**src/rtl/square_sum_acc.sv**
```systemverilog
// Sum-of-squares accumulator: takes N_SAMPLES squares over a valid/ready input,
// saturates at ACC_W bits, and holds the result until the consumer takes it.
module square_sum_acc #(
  parameter int SQ_W      = 6,
  parameter int N_SAMPLES = 8,
  parameter int ACC_W     = 9,
  parameter int CW        = $clog2(N_SAMPLES + 1)
) (
  input  logic             clk,
  input  logic             rst,
  input  logic             start,
  input  logic [SQ_W-1:0]  sq_in,
  input  logic             in_valid,
  output logic             in_ready,
  output logic [ACC_W-1:0] sum_out,
  output logic             sum_valid,
  input  logic             out_ready,
  output logic             overflow,
  output logic             busy,
  output logic [CW-1:0]    count
);

  typedef enum logic [1:0] {IDLE, ACCUM, HOLD} state_t;

  localparam logic [CW-1:0] LAST_CNT = CW'(N_SAMPLES - 1);

  state_t           state_q, state_d;
  logic [ACC_W-1:0] sum_q, sum_d;
  logic [CW-1:0]    cnt_q, cnt_d;
  logic             ovf_q, ovf_d;
  logic [ACC_W:0]   add_r;

  // Top bit of the result flags a carry out; the low ACC_W bits are the clamped sum.
  function automatic logic [ACC_W:0] sat_add(input logic [ACC_W-1:0] a,
                                             input logic [SQ_W-1:0]  b);
    logic [ACC_W:0] s;
    s = {1'b0, a} + (ACC_W+1)'(b);
    if (s[ACC_W]) begin
      return {1'b1, {ACC_W{1'b1}}};
    end
    return s;
  endfunction

  assign add_r = sat_add(sum_q, sq_in);

  always_comb begin
    state_d = state_q;
    sum_d   = sum_q;
    cnt_d   = cnt_q;
    ovf_d   = ovf_q;
    case (state_q)
      IDLE: begin
        if (start) begin
          state_d = ACCUM;
          sum_d   = '0;
          cnt_d   = '0;
          ovf_d   = 1'b0;
        end
      end
      ACCUM: begin
        if (in_valid) begin
          sum_d = add_r[ACC_W-1:0];
          ovf_d = ovf_q | add_r[ACC_W];
          cnt_d = cnt_q + CW'(1);
          if (cnt_q == LAST_CNT) begin
            state_d = HOLD;
          end
        end
      end
      HOLD: begin
        if (out_ready) begin
          state_d = IDLE;
        end
      end
      default: state_d = IDLE;
    endcase
  end

  always_ff @(posedge clk or posedge rst) begin
    if (rst) begin
      state_q <= IDLE;
      sum_q   <= '0;
      cnt_q   <= '0;
      ovf_q   <= 1'b0;
    end else begin
      state_q <= state_d;
      sum_q   <= sum_d;
      cnt_q   <= cnt_d;
      ovf_q   <= ovf_d;
    end
  end

  assign in_ready  = (state_q == ACCUM);
  assign sum_valid = (state_q == HOLD);
  assign busy      = (state_q != IDLE);
  assign sum_out   = sum_q;
  assign overflow  = ovf_q;
  assign count     = cnt_q;

endmodule

```
**config.mk**
```make
export PLATFORM = sky130hd
export DESIGN_NAME = square_sum_acc
export DESIGN_NICKNAME = d
export VERILOG_FILES = /design/src/rtl/square_sum_acc.sv
export SDC_FILE = /design/constraint.sdc
export NUM_CORES = 1
export LEC_CHECK = 0
export CELL_PAD_IN_SITES_DETAIL_PLACEMENT = 0
export CELL_PAD_IN_SITES_GLOBAL_PLACEMENT = 1
export CORE_UTILIZATION = 35
export DETAILED_ROUTE_END_ITERATION = 7
export PLACE_DENSITY = 0.8
export SETUP_SLACK_MARGIN = 0.5
export SYNTH_ARGS = -nofsm -noshare
export SYNTH_HDL_FRONTEND = slang
export SYNTH_SLANG_ARGS = --single-unit
```
**constraint.sdc**
```tcl
create_clock -name clk -period 2.41 [get_ports clk]
set_clock_uncertainty 0.2 [all_clocks]
set_input_delay 0.6025 -clock clk [delete_from_list [all_inputs] [get_ports clk]]
set_output_delay 0.6025 -clock clk [all_outputs]
set_load 0.005 [all_outputs]
```
Word-level counts from Yosys, hierarchy flattened
Index checks and enable logic that the tools add are counted.
{ "word_totals": {"input_bits": 11, "word_cells": 36, "ff_bits": 16, "out_inout_bits": 17} }
{ "classes": {"n_eq_ne": 7, "n_mux": 17, "n_reduce_logical": 5, "n_bitwise": 1, "n_addsub": 2} }
{ "op_table": {"columns": ["cell", "count"], "rows": [
  ["two-way mux 10 bit", 2],
  ["two-way mux 9 bit", 2],
  ["case mux 9 bit (2 select lines)", 1],
  ["adder 9 x 6 -> 10 bit", 1],
  ["two-way mux 2 bit", 4],
  ["two-way mux 4 bit", 2],
  ["case mux 4 bit (2 select lines)", 1],
  ["case mux 2 bit (3 select lines)", 1],
  ["adder 4 x 1 -> 4 bit, second input constant", 1],
  ["== test 4 x 3 -> 1 bit, second input constant", 1],
  ["!= test 2 x 1 -> 1 bit, second input constant", 2],
  ["!= test 2 bit, second input constant", 2],
  ["AND reduction 4 bit", 1],
  ["nonzero test 2 bit", 2],
  ["two-way mux 1 bit", 3],
  ["AND reduction 3 bit", 1],
  ["== test 2 x 1 -> 1 bit, second input constant", 1],
  ["== test 2 bit, second input constant", 1],
  ["zero test 2 bit", 1],
  ["case mux 1 bit (2 select lines)", 1],
  ["bitwise OR 1 bit", 1]
]} }

Longest topological paths before layout
Gate-level depths: netlist (run 1).
{ "depth": {"ltp_word": 6, "depth_mapped": 8} }

Worst setup path before layout (run 1)
No wires, ideal clock.
{ "synth_path": {"kind": "input to register", "from": "input port sq_in[0]", "to": "register sum_q[8], in the netlist sum_out[8]", "n_path_buf": 0, "setup_slack_ns": 0.228, "t_arrival_ns": 1.863, "required_time_ns": 2.091, "path_stages": 8, "cell_sequence": "ha_1 > inv_1 > fa_1 > nor2b_1 > o31ai_1 > a21oi_1 > a41o_1 > nor2_1"} }
{ "synth_between": {"elab_chain_len": 5} }
{ "synth_rtl": {"columns": ["element", "line", "text"], "rows": [
  ["start, declared", "12", "input logic [SQ_W-1:0] sq_in,"],
  ["adder 9 x 6 -> 10 bit *", "37", "s = {1'b0, a} + (ACC_W+1)'(b);"],
  ["two-way mux 1 bit", "38", "if (s[ACC_W]) begin"],
  ["two-way mux 10 bit *", "41", "return s;"],
  ["two-way mux 9 bit *", "61", "if (in_valid) begin"],
  ["case mux 9 bit (2 select lines) *", "51", "case (state_q)"],
  ["end signal, assigned", "87", "sum_q <= sum_d;"],
  ["end, declared", "28", "logic [ACC_W-1:0] sum_q, sum_d;"]
]} }
Mark *: on every way between the ends. The rest lies on a longest branch, timed or not. The select of a mux whose other input is x is not followed.
A chain may end at the register's enable or synchronous reset.

Worst setup path after layout (run 1)
{ "layout_path": {"from": "input port sq_in[5]", "to": "register sum_q[1], in the netlist sum_out[1]"} }
{ "layout_between": {"elab_chain_len": 5} }
{ "layout_rtl": {"columns": ["element", "line"], "rows": [
  ["adder 9 x 6 -> 10 bit", "37"],
  ["two-way mux 1 bit", "38"],
  ["two-way mux 10 bit", "41"],
  ["two-way mux 9 bit", "61"],
  ["case mux 9 bit (2 select lines)", "51"]
]} }
Every way passes these cells. The select of a mux whose other input is x is not followed.

==> metrics.txt, run 1 <==
Die X 55.7 um; Clk Latency, worst-skew pair 0.30 ns; total gr overflow 0; CP Data Required Time 2.40 ns; max-slew violation count 0; via count of the first global-routing pass 1002; critical path arrival 1.98 ns; ANT nets after route 0; Post-synth ARST share 100%; Worst R2R Path Depth 7; RePlAce Congestion 0.836; fin nets 190; worst min-delay path class flop to flop; post-route clock period utilization 82.5%; Fin. Hold Viols 0; relative slew slack 57.7%; Die Ht 55.7 um; Reg2Reg Setup Slack 0.47 ns; Total Routing Usage GR 19.4%; Final Setup Violations 0; R2R Path Start sum_out[1]$_DFFE_PP0P_; Mean Syn Cell Area 9.63 sq um; Fin Hold WS 0.300 ns; via count 1018; ant diodes 0; Mapped Area 1010 sq um; row count 19; drt pass-1 iters 4; area of the multi-input gates 723 sq um; DP Area 1450 sq um; Max-Cap Viols 0; Synth cell types 38; Tmin final 1.99 ns; hold path cells 1; Crit Reg-Reg Endpoint sum_out[1]$_DFFE_PP0P_; startpoint types input pin; Seq. cell area 400 sq um; dpl hpwl 1770 um; most frequent cells in the layout buf_4 (27), dfrtp_1 (16), dlygate4sd2_1 (14); I/O Buffers 27; initial antenna violation count 0; Post-Route WL 2740 um; io pins 28; CP endpoint kind flop; number of synthesized flops with an enable pin 0; Num CTS Buffers 3; crit-path max FO 4; syn nets 124; Die Area 3110 sq um; worst vdd ir 816 uV; unrepaired setup endpoints after global routing yes; commonest non-fill, non-tap cell in the layout buf_4; share of Yosys cell area claimed by the top area cell type 39.6%; final instance area 1720 sq um; WL/cell 13.7 um; status finished clean; DRT iter0 DRCs 17; Longest Clk Path Bufs 2; Post-Synthesis Cells 105; post-synthesis sequential area ratio 39.6%; Worst Setup Path Type input pin to flop; largest area contributor in the netlist dfrtp_1; CTS tree yes; DRC violations left 0; Worst Hold Launch overflow$_DFFE_PP0P_; Post-synth top flop dfrtp_1; CP Launch Point sq_in[5]; pwr dens 1140 nW/um^2; FILL cells 248; clock sink count 16; first-pass GRT wire length 4600 um; fmax 503 MHz; P&R area growth vs syn 69.8%; CTS root buffer clkbuf_4; share of layout cells above drive strength 1 45.0%; Initial Util 36.7%; clock slew at the register clock pins of the worst setup and hold paths 0.09 ns; Vias/cell 5.09; synth warn 0; H-tree Lvls 1; leak pwr 0.838 nW; largest net degree at the start of global routing 17; hold endpoint overflow$_DFFE_PP0P_; top area cells in the synthesized netlist dfrtp_1 (40%), ha_1 (8.7%), a21oi_1 (5.4%); area of the core 2760 sq um; Hold-fix buffers, CTS 0; #FFs+latches synth 16; Tightest Pin Transition 0.634 ns
## critical path: stages
cell and delay (ns):
clkdlybuf4s50_1 0.45, ha_4 0.18, and2_1 0.16, a31oi_4 0.22
buf_6 0.15, a21oi_2 0.05, a21o_1 0.16
## routing by layer
metal  vias up  track usage [%]  share of wire (%)
met5         -                0                  0
met1       479             23.1                 43
met3         5             4.88                4.0
met4         0             7.50                1.2
met2        26             33.4                 52
li1        508                -                  -
## worst max-delay path by stage
stage | cells past startpoint | endpoint | slack, ns
after CTS | 8 | sum_out[7]$_DFFE_PP0P_ | 0.42
after global placement | 9 | sum_out[8]$_DFFE_PP0P_ | -0.29
after global routing | 8 | sum_out[7]$_DFFE_PP0P_ | 0.37
final | 7 | sum_out[1]$_DFFE_PP0P_ | 0.42
after detailed placement | 9 | sum_out[6]$_DFFE_PP0P_ | -0.37
after floorplan | 8 | sum_out[8]$_DFFE_PP0P_ | 0.30
## stage by stage
step,power [mW],setup TNS [ns],utilization (%),cells,setup slack (ns)
3_5_place_dp,1.47,-2.14,52.5,171,-0.367
6_report,1.95,0,62.3,200,0.421
3_3_place_gp,1.46,-1.84,52.5,171,-0.293
4_1_cts,1.82,0,58.9,193,0.419
2_1_floorplan,1.06,0,-,105,0.301
5_1_grt,2.11,0,62.3,200,0.369
## area by class of cell
cell class | instances | area share (%)
Tap cell | 31 | 2.26
Inverter | 7 | 1.53
Multi-Input combinational cell | 81 | 42.1
Sequential cell | 16 | 23.3
Clock buffer | 3 | 1.31
Timing Repair Buffer | 62 | 29.4
## Yosys cell counts (2+ instances only)
master / number
dfrtp_1: 16
a21oi_1: 11
nand2_1: 10
nor2_1: 9
ha_1: 7
inv_1: 7
o21ai_0: 4
a21o_1: 3
nor2b_1: 3
a22o_1: 2
a31oi_1: 2
nor3_1: 2
o21a_1: 2
xnor2_1: 2
xor2_1: 2
## flip-flops by register name, indices dropped and copies added (netlist names)
| name | cells |
|---|---|
| state_q | 2 |
| count | 4 |
| overflow | 1 |
| sum_out | 9 |
## repair_timing
| action | in CTS | in global routing |
|---|---|---|
| gates resized for setup | 64 | 10 |
| pin swaps | 17 | 13 |
| endpoints found under the hold margin | 0 | 0 |
| endpoints found under the setup margin | 27 | 13 |
| setup buffers | 19 | 7 |
## power breakdown
part / internal, mW / switching [mW]
registers: 0.374 / 0.0740
clock network: 0.0583 / 0.0883
logic: 0.777 / 0.581
total: 1.21 / 0.743
## cell families after synthesis
| logic type | share of synthesized area [%] |
|---|---|
| XOR/XNOR | 3.47 |
| AO/OA/AOI/OAI | 23.6 |
| flip-flops | 39.6 |
| buffers and inverters | 4.08 |
| adder cells (fa/ha/maj) | 10.6 |
| AND/OR/NAND/NOR | 18.6 |
No activity file was read; power rests on OpenSTA's default activity.
==> run 2: changes to the inputs <==
==> constraint.sdc (replaced) <==
create_clock -name clk -period 1.85 [get_ports clk]
set_clock_uncertainty 0.2 [all_clocks]
set_input_delay 0.4625 -clock clk [delete_from_list [all_inputs] [get_ports clk]]
set_output_delay 0.4625 -clock clk [all_outputs]
set_load 0.005 [all_outputs]
==> run 2 against run 1 <==
Effect of this change:
- cell count up 8.5%
- critical path depth up 1
- setup slack worse by 0.51 ns
- sequential power up 33%
- die area unchanged
- hold slack worse by 0.026 ns
- register-to-register slack worse by 0.56 ns
- largest power group unchanged
- the flow now finishes with violations (setup timing)
- largest cell class unchanged
- non-clock buffer count up 16
- design area up 12%
==> metrics.txt, run 2 (synthesis gave the netlist of run 1 again) <==
status finished with violations; failing checks setup timing; Die X 55.7 um; DRT iter0 DRCs 30; total gr overflow 0; pwr dens 1510 nW/um^2; RePlAce Congestion 0.786; crit-path cells buf_6 > ha_4 > a211oi_2 > o21ai_2 > a31oi_4 > buf_6 > a21oi_1 > a21o_1; Vias/cell 4.97; Die Ht 55.7 um; worst vdd ir 979 uV; Place WS -0.767 ns; Hold-fix buffers, CTS 0; Die Area 3110 sq um; Initial Util 36.7%; crit-path most repeated cell buf_6; ANT nets after route 0; Max-Cap Viols 0; H-tree Lvls 1; commonest non-fill, non-tap cell in the layout buf_4; Post-Route WL 2980 um; number of flip-flops in the largest register 9; Clk Latency, worst-skew pair 0.28 ns; ant diodes 0; I/O Buffers 27; Worst Setup Path Type flop to flop; Fin Hold WS 0.274 ns; most frequent cells in the layout buf_4 (33), buf_6 (25), dfrtp_1 (15); dpl hpwl 1990 um; CP endpoint kind flop; initial antenna violation count 0; fin nets 206; Tightest Pin Transition 0.228 ns; leak pwr 0.927 nW; CP Data Required Time 1.84 ns; startpoint types flop; WP buf/inv 2; drt pass-1 iters 4; fmax 515 MHz; P&R area growth vs syn 89.5%; clock slew at the register clock pins of the worst setup and hold paths 0.10 ns; Longest Clk Path Bufs 2; placed cell count 190; WL/cell 13.7 um; DRC violations left 0; Num CTS Buffers 3; io pins 28; row count 19; via count of the first global-routing pass 1066; Final WS setup -0.0925 ns; max-slew violation count 0; relative slew slack 84.8%; largest net degree at the start of global routing 17; worst min-delay path class input pin to asynchronous set/reset pin; CTS tree yes; post-route clock period utilization 105%; crit-path max FO 4; FILL cells 222; via count 1079; non-filler cells, final 217; CTS root buffer clkbuf_4; Final Setup Violations 8; CP peak stage delay 0.41 ns; Tmin final 1.94 ns; first-pass GRT wire length 4840 um; delay-heaviest family, CP compound AO/OA/AOI/OAI gates; share of layout cells above drive strength 1 54.8%; unrepaired setup endpoints after global routing yes; Fin. Hold Viols 0; critical path arrival 1.93 ns; area of the core 2760 sq um; Total Routing Usage GR 19.6%; Crit-path slowest cell dfrtp_1; clock sink count 16
## run 2: cell types whose count changed in the layout (fill, tap and decap cells not counted), moves of 2 or more
cell	previous run	this run
buf_2	7	10
buf_6	8	25
dlygate4sd2_1	14	4
nor2_2	3	1
nand2_1	10	8
buf_4	27	33
nand2_2	0	2
## run 2: worst reg2reg max path, delay by kind of cell (launching register included)
family	cells	cell delay, ns
compound gates	5	0.77
flops	1	0.41
buf+inv	2	0.26
fa+ha+maj	1	0.21
## run 2: path summary, 6_finish.rpt
kind / start / endpoint / slack, ns / cells after the start
min in group clk: overflow$_DFFE_PP0P_ / overflow$_DFFE_PP0P_ / 0.30 / 1
max reg2reg: sum_out[1]$_DFFE_PP0P_ / sum_out[1]$_DFFE_PP0P_ / -0.09 / 8
max in group asynchronous: rst / state_q[0]$_DFFE_PP0P_ / 0.96 / 3
min reg2reg: overflow$_DFFE_PP0P_ / overflow$_DFFE_PP0P_ / 0.30 / 1
max: sum_out[1]$_DFFE_PP0P_ / sum_out[1]$_DFFE_PP0P_ / -0.09 / 8
min: rst / sum_out[1]$_DFFE_PP0P_ / 0.27 / 3
## run 2: repair_timing
action / 4_1_cts / 5_1_grt
pin swaps: 14 / 16
setup buffers: 15 / 8
gates resized for setup: 112 / 8
endpoints found under the setup margin: 31 / 32
gates cloned: 0 / 0
## run 2: where the power goes
part / leakage, nW / switching, mW / internal (mW) / total [mW]
registers: 0.201 / 0.106 / 0.489 / 0.595
logic: 0.705 / 0.839 / 1.22 / 2.06
clock network: 0.0210 / 0.117 / 0.120 / 0.237
total: 0.927 / 1.06 / 1.83 / 2.89
## run 2: layout make-up
class / instances / area (sq um) / share of cell area (%)
Multi-Input combinational cell: 81 / 738 / 38.5
Timing Repair Buffer: 78 / 674 / 35.2
Sequential cell: 16 / 402 / 21.0
Tap cell: 31 / 38.8 / 2.02
Clock buffer: 4 / 36.3 / 1.89
Inverter: 7 / 26.3 / 1.37
## run 2: per-layer routing
metal	up-vias	global-route usage [%]	wire length (um)
li1	539	-	-
met1	521	26.2	1290
met2	19	33.9	1580
met3	0	3.02	104
met4	0	3.21	0
met5	-	0	0
## run 2: through the flow
step	setup TNS (ns)	util (%)	instance area, sq um	power [mW]
3_5_place_dp	-6.23	57.8	1590	2.14
2_1_floorplan	-0.251	-	1090	1.40
4_1_cts	-0.542	65.8	1810	2.71
3_3_place_gp	-6.08	57.8	1590	2.10
6_report	-0.514	69.5	1920	2.89
5_1_grt	-1.33	69.5	1920	3.11
